[src/rtl/fpu_wb_sched.sv]
// fpu_wb_sched: FPU writeback-port scheduler; define FPU_WB_PENDING_EN to build the pending_rd scoreboard
module fpu_wb_sched #(
   parameter int MAXLAT     = 16,
   parameter int LAT_FADD   = 4,
   parameter int LAT_FSUB   = 4,
   parameter int LAT_FDIV   = 10,
   parameter int LAT_FSQRT  = 8,
   parameter int LAT_FCVTWS = 3,
   parameter int LAT_FCVTSW = 3,
   parameter int LAT_FMUL   = 3
) (
   input  logic         clk,
   input  logic         rst,
   input  logic         issue_valid,
   input  logic [2:0]   issue_op,
   input  logic [4:0]   issue_rd,
   output logic         issue_ready,
   input  logic         flush,
   input  logic [223:0] fpu_results,
   output logic         wb_valid,
   output logic [4:0]   wb_rd,
   output logic [31:0]  wb_data,
   output logic         busy,
   output logic [31:0]  pending_rd
);
   logic [MAXLAT-1:0] v_q, v_d;
   logic [2:0]        op_q [MAXLAT];
   logic [2:0]        op_d [MAXLAT];
   logic [4:0]        rd_q [MAXLAT];
   logic [4:0]        rd_d [MAXLAT];
   int                lat;
   logic              acc;

   // latency of the presented op (0 = no slot) and writeback-port collision check
   always_comb begin
      lat = issue_op == 3'd0 ? LAT_FADD :
            issue_op == 3'd1 ? LAT_FSUB :
            issue_op == 3'd2 ? LAT_FDIV :
            issue_op == 3'd3 ? LAT_FSQRT :
            issue_op == 3'd4 ? LAT_FCVTWS :
            issue_op == 3'd5 ? LAT_FCVTSW :
            issue_op == 3'd6 ? LAT_FMUL : 0;
      issue_ready = 1'b1;
      for (int i = 1; i < MAXLAT; i++)
         if (i == lat && v_q[i]) issue_ready = 1'b0;
   end

   assign acc = issue_valid & issue_ready & (lat != 0);

   // shift slots toward writeback; an accepted issue lands in slot lat-1
   always_comb begin
      v_d = {1'b0, v_q[MAXLAT-1:1]};
      for (int i = 0; i < MAXLAT - 1; i++) begin
         op_d[i] = op_q[i+1];
         rd_d[i] = rd_q[i+1];
      end
      op_d[MAXLAT-1] = '0;
      rd_d[MAXLAT-1] = '0;
      for (int i = 0; i < MAXLAT; i++)
         if (acc && lat == i + 1) begin
            v_d[i]  = 1'b1;
            op_d[i] = issue_op;
            rd_d[i] = issue_rd;
         end
   end

   // slot register; reset and flush empty every slot and drop the same-cycle issue
   always_ff @(posedge clk) begin
      v_q  <= (rst || flush) ? '0 : v_d;
      op_q <= op_d;
      rd_q <= rd_d;
   end

   // writeback from slot 0, result picked by the unit that owns it
   always_comb begin
      wb_valid = v_q[0];
      wb_rd    = v_q[0] ? rd_q[0] : '0;
      wb_data  = '0;
      for (int k = 0; k < 7; k++)
         if (v_q[0] && op_q[0] == 3'(k)) wb_data = fpu_results[32*k +: 32];
   end

   assign busy = |v_q;

`ifdef FPU_WB_PENDING_EN
   // destination registers still owed a writeback; x0 is never tracked
   always_comb begin
      pending_rd = '0;
      for (int i = 0; i < MAXLAT; i++)
         if (v_q[i] && rd_q[i] != 5'd0) pending_rd[rd_q[i]] = 1'b1;
   end
`else
   assign pending_rd = '0;
`endif
endmodule

[config.mk]
export PLATFORM = sky130hd
export DESIGN_NAME = fpu_wb_sched
export DESIGN_NICKNAME = d
export VERILOG_FILES = /design/src/rtl/fpu_wb_sched.sv
export SDC_FILE = /design/constraint.sdc
export NUM_CORES = 1
export LEC_CHECK = 0
export CAP_MARGIN = 20
export CORE_MARGIN = 5
export CORE_UTILIZATION = 36
export DETAILED_ROUTE_END_ITERATION = 12
export GPL_TIMING_DRIVEN = 0
export PLACE_DENSITY = 0.81
export SETUP_SLACK_MARGIN = 0.4
export SYNTH_ARGS = -nofsm -noshare
export SYNTH_HDL_FRONTEND = slang
export SYNTH_SLANG_ARGS = --single-unit
[constraint.sdc]
create_clock -name clk -period 1.3 [get_ports clk]
set_input_delay 0.13 -clock clk [delete_from_list [all_inputs] [get_ports clk]]
set_output_delay 0.13 -clock clk [all_outputs]
set_load 0.01 [all_outputs]
; Word-level counts from Yosys, hierarchy flattened
; Index checks and enable logic that the tools add are counted.
[classes]
eq_ne = 43
muxes = 76
bitwise_logic = 2
reduce_logical = 43
[ops]
columns = op, count
row1 = $mux 32, 7
row2 = $mux 5, 16
row3 = $mux 3, 15
row4 = $logic_and 1x1->1, 38
row5 = $eq 4x4->1 const A, 8
row6 = $eq 4x4->1 const B, 8
row7 = $reduce_bool 32->1, 1
row8 = $mux 1, 31
row9 = $eq 3x3->1 const B, 6
row10 = $eq 3x4->1 const A, 4
row11 = $eq 4x3->1 const B, 4
row12 = $mux 4, 4
row13 = $reduce_or 16->1, 1
row14 = $eq 3x2->1 const B, 4
row15 = $eq 2x4->1 const A, 2
row16 = $eq 4x2->1 const B, 2
row17 = $eq 3x1->1 const B, 2
row18 = $logic_not 3->1, 2
row19 = $mux 2, 3
row20 = $eq 4x5->1 const B, 1
row21 = $eq 1x4->1 const A, 1
row22 = $eq 4x1->1 const B, 1
row23 = $and 1x1->1, 2
row24 = $logic_or 1x1->1, 1
[word_totals]
ff_bits = 144
out_inout_bits = 72

; Logic depth before layout (Yosys ltp)
[logic_depth]
ltp_word = 29
depth_mapped = 7

; Least setup slack after synthesis
; Ideal clock, no wire load.
[synth_timing]
kind = flip-flop to output port
start = register op_q[45] in the netlist's numbering
end = output wb_data[10]
t_arrival_ns = 1.375
required_time_ns = 1.170
path_slack_ns = -0.205
stages_incl_launch_ff = 8
n_path_buf = 3
cell_sequence = dfxtp_1 -> buf_6 -> nor2b_4 -> buf_6 -> buf_6 -> a22o_1 -> a222oi_1 -> a21boi_1
[synth_between]
elab_chain_cells = 9
[synth_rtl]
columns = item, line_no
row1 = "start, declared", 27  ; logic [2:0] op_q [MAXLAT];
row2 = "start signal, assigned", 70  ; op_q <= op_d;
row3 = $logic_not 3->1, 80  ; if (v_q[0] && op_q[0] == 3'(k)) wb_data = fpu_results[32*k +: 32];
row4 = $logic_and 1x1->1, 80
row5 = $mux 32 (6 in a row), 80
row6 = $mux 32 (*), 80
row7 = "end, declared", 22  ; output logic [31:0] wb_data,
; Every way passes the cells marked *; elsewhere a longest branch is shown, timed or not.

; Worst setup path in the final report
[layout_timing]
start = register op_q[45] in the netlist's numbering
end = output wb_data[1]
; Same word-level chain as after synthesis.

==> results.sh <==
export IMPL_cts_buffers=17
export IMPL_dpl_worst_slack_ps=-1100
export IMPL_grt_pass1_wl_um=33200
export IMPL_min_path_type="in2reg"
export IMPL_clk_pin_slew_ps=50
export IMPL_final_cell_mix="231 x clkdlybuf4s50_1, 127 x dfxtp_1, 85 x clkbuf_1"
export IMPL_outcome="finished with violations"
export IMPL_design_area_um2=10700
export IMPL_ys_types=47
export IMPL_post_route_period_util=1.74
export IMPL_maxCapViolCount=0
export IMPL_rows=46
export IMPL_finalSetupTns_ps=-29830
export IMPL_vdd_ir_drop_worst_uv=1580
export IMPL_grt_usage=0.237
export IMPL_synth_area_per_cell_um2=10.0
export IMPL_critPathKind="reg2out"
export IMPL_yosysWarnings=0
export IMPL_ys_flop_type="dfxtp_1"
export IMPL_reg2regPathDepth=3
export IMPL_antenna_found_initial=6
export IMPL_hpwlAfterDp_um=18500
export IMPL_die_w_um=138
export IMPL_die_area_um2=19000
export IMPL_wl_um=24500
export IMPL_cts_sinks=135
export IMPL_clock_fmax_mhz=441
export IMPL_ys_ff_latch=135
export IMPL_end_kind="output port"
export IMPL_crit_arrival_ps=2140
export IMPL_hold_path_depth=2
export IMPL_hold_end="op_q[39]"
export IMPL_r2r_end="rd_q[32]"
export IMPL_globalplace_congestion=0.948
export IMPL_htree_levels=4
export IMPL_cts_root_buffer="clkbuf_16"
export IMPL_worstSkewPairLatency_ps=400
export IMPL_post_drt_wl_per_cell_um=20.3
export IMPL_ys_async_sr_fraction=0
export IMPL_grt_max_degree=17
export IMPL_grt_setup_unrepaired="yes"
export IMPL_dr_pass1_iters=7
export IMPL_synth_edf_count=0
export IMPL_drtIter0Drc=398
export IMPL_hp_start="issue_op[0]"
export IMPL_maxSlewHeadroom=0.590
export IMPL_nets=1208
export IMPL_worstPathRequired_ps=1170
export IMPL_setup_violations=47
export IMPL_dieHeight_um=138
export IMPL_worstMarginPinSlew_ps=614
export IMPL_grt_pass1_vias=5875
export IMPL_yosysSeqAreaShare=0.459
export IMPL_critPathMaxFanout=6
export IMPL_place_inst=1120
export IMPL_violations="negative setup slack"
export IMPL_core_area_um2=15900
export IMPL_cts_tree="built"
export IMPL_drv_slew=0
export IMPL_cellLeakagePower_nw=4.49
export IMPL_initial_core_util=0.369
export IMPL_layout_commonest_cell="clkdlybuf4s50_1"
export IMPL_reg2reg_slack_ps=-130
export IMPL_placed_area_um2=9270
export IMPL_grt_overflow=0
export IMPL_fin_skew_ps=5.14
export IMPL_regToRegStartpoint="v_q[10]"
export IMPL_drcViolationCount=0
export IMPL_fin_crit_ps=2270
export IMPL_ctsLongestPathBuffers=2
export IMPL_power_density_nw_per_um2=1130
export IMPL_setup_ws_ps=-966
export IMPL_io_buffers=275
export IMPL_drive_above_1_share=0.280
export IMPL_antenna_left=0
export IMPL_ios=308
export IMPL_postSynthCellCount=589
export IMPL_hold_violations=0
export IMPL_vias=5793
export IMPL_final_cell_count_no_fill=1207
export IMPL_whs_ps=268
export IMPL_start_kind="flip-flop"
export IMPL_netlist_area_um2=5890
export IMPL_viasPerCell=4.80
export IMPL_syn_to_final_growth_pct=81.9
## power breakdown
group | switching [mW] | internal, mW
clock network | 1.66 | 3.23
logic | 1.02 | 1.65
registers | 0.0825 | 4.43
total | 2.76 | 9.31
## cell type report
class / count / area (um^2)
antenna: 6 / 15.0
buffer: 153 / 983
clock buffer: 21 / 482
clock inverter: 11 / 144
fill: 1237 / 5230
inverter: 1 / 3.75
multi-input combinational: 340 / 2920
sequential: 135 / 2720
tap: 216 / 270
timing repair buffer: 324 / 3180
## critical path, cell delays in order (launching register included)
cell and delay (ps):
dfxtp_2 320, buf_8 120, buf_4 130, buf_6 130
buf_4 130, clkbuf_16 150, nand2b_4 100, nor2_1 50
o21ai_0 250, a22o_1 230, buf_6 130
## registers in the layout, indices dropped and copies added, names as in the netlist
| register | count |
|---|---|
| op_q | 45 |
| rd_q | 75 |
| v_q | 15 |
## stage by stage
step | utilization | total power [mW]
2_1_floorplan | - | 5.71
3_3_place_gp | 0.581 | 6.71
3_5_place_dp | 0.581 | 6.75
4_1_cts | 0.657 | 12.0
5_1_grt | 0.672 | 12.5
6_report | 0.672 | 12.1
## Yosys cell counts (2+ instances only)
cell type | instances | share of area
o21a_1 | 3 | 0.0038
mux2i_1 | 33 | 0.056
o22ai_1 | 5 | 0.0053
a222oi_1 | 20 | 0.034
o22a_1 | 5 | 0.0074
clkbuf_1 | 95 | 0.061
buf_6 | 5 | 0.0096
a21boi_1 | 20 | 0.025
nand2b_1 | 28 | 0.030
nand3b_1 | 11 | 0.014
o21bai_1 | 5 | 0.0064
and2_2 | 2 | 0.0025
a22o_1 | 32 | 0.048
a21oi_1 | 5 | 0.0042
buf_4 | 33 | 0.042
o2bb2ai_1 | 26 | 0.039
mux2_2 | 18 | 0.034
nand2_1 | 5 | 0.0032
mux2_4 | 5 | 0.013
buf_2 | 20 | 0.017
or2_2 | 3 | 0.0032
and2_1 | 16 | 0.017
nor2_1 | 14 | 0.0089
o21ai_0 | 12 | 0.010
nor4_1 | 3 | 0.0032
a221oi_1 | 5 | 0.0074
nor3_2 | 2 | 0.0034
dfxtp_1 | 135 | 0.46
nor2b_1 | 5 | 0.0053
## metal layers
layer  share of wire  track usage  up-vias
li1                -            -     2741
met2            0.51        0.423      257
met1            0.35        0.247     2719
met3           0.086       0.0668       76
met4           0.053        0.143        0
met5               0            0        -
## kinds of logic after synthesis
| family | Yosys count | synth area share |
|---|---|---|
| AND/OR/NAND/NOR | 99 | 0.106 |
| buffers and inverters | 154 | 0.130 |
| AO/OA/AOI/OAI | 143 | 0.197 |
| other | 1 | 0.000637 |
| flip-flops | 135 | 0.459 |
| multiplexers | 57 | 0.107 |
## worst max path at each step
stage,startpoint,to,slack [ps],cells after the start
after floorplan,op_q[45],wb_data[10],-150,7
after global placement,op_q[47],wb_data[11],-1120,6
after detailed placement,op_q[45],wb_data[22],-1100,6
after CTS,op_q[45],wb_data[11],-980,8
after global routing,op_q[45],wb_data[11],-1010,8
final,op_q[45],wb_data[1],-970,10
## timing repair
item                       in CTS  in global routing
buffers inserted               37                  7
pin swaps                      58                 39
hold buffers                    0                  0
cloned                          3                  2
resized for setup             275                 31
setup endpoints to repair      83                 75
Note: power is estimated with default switching activity, not from simulation.
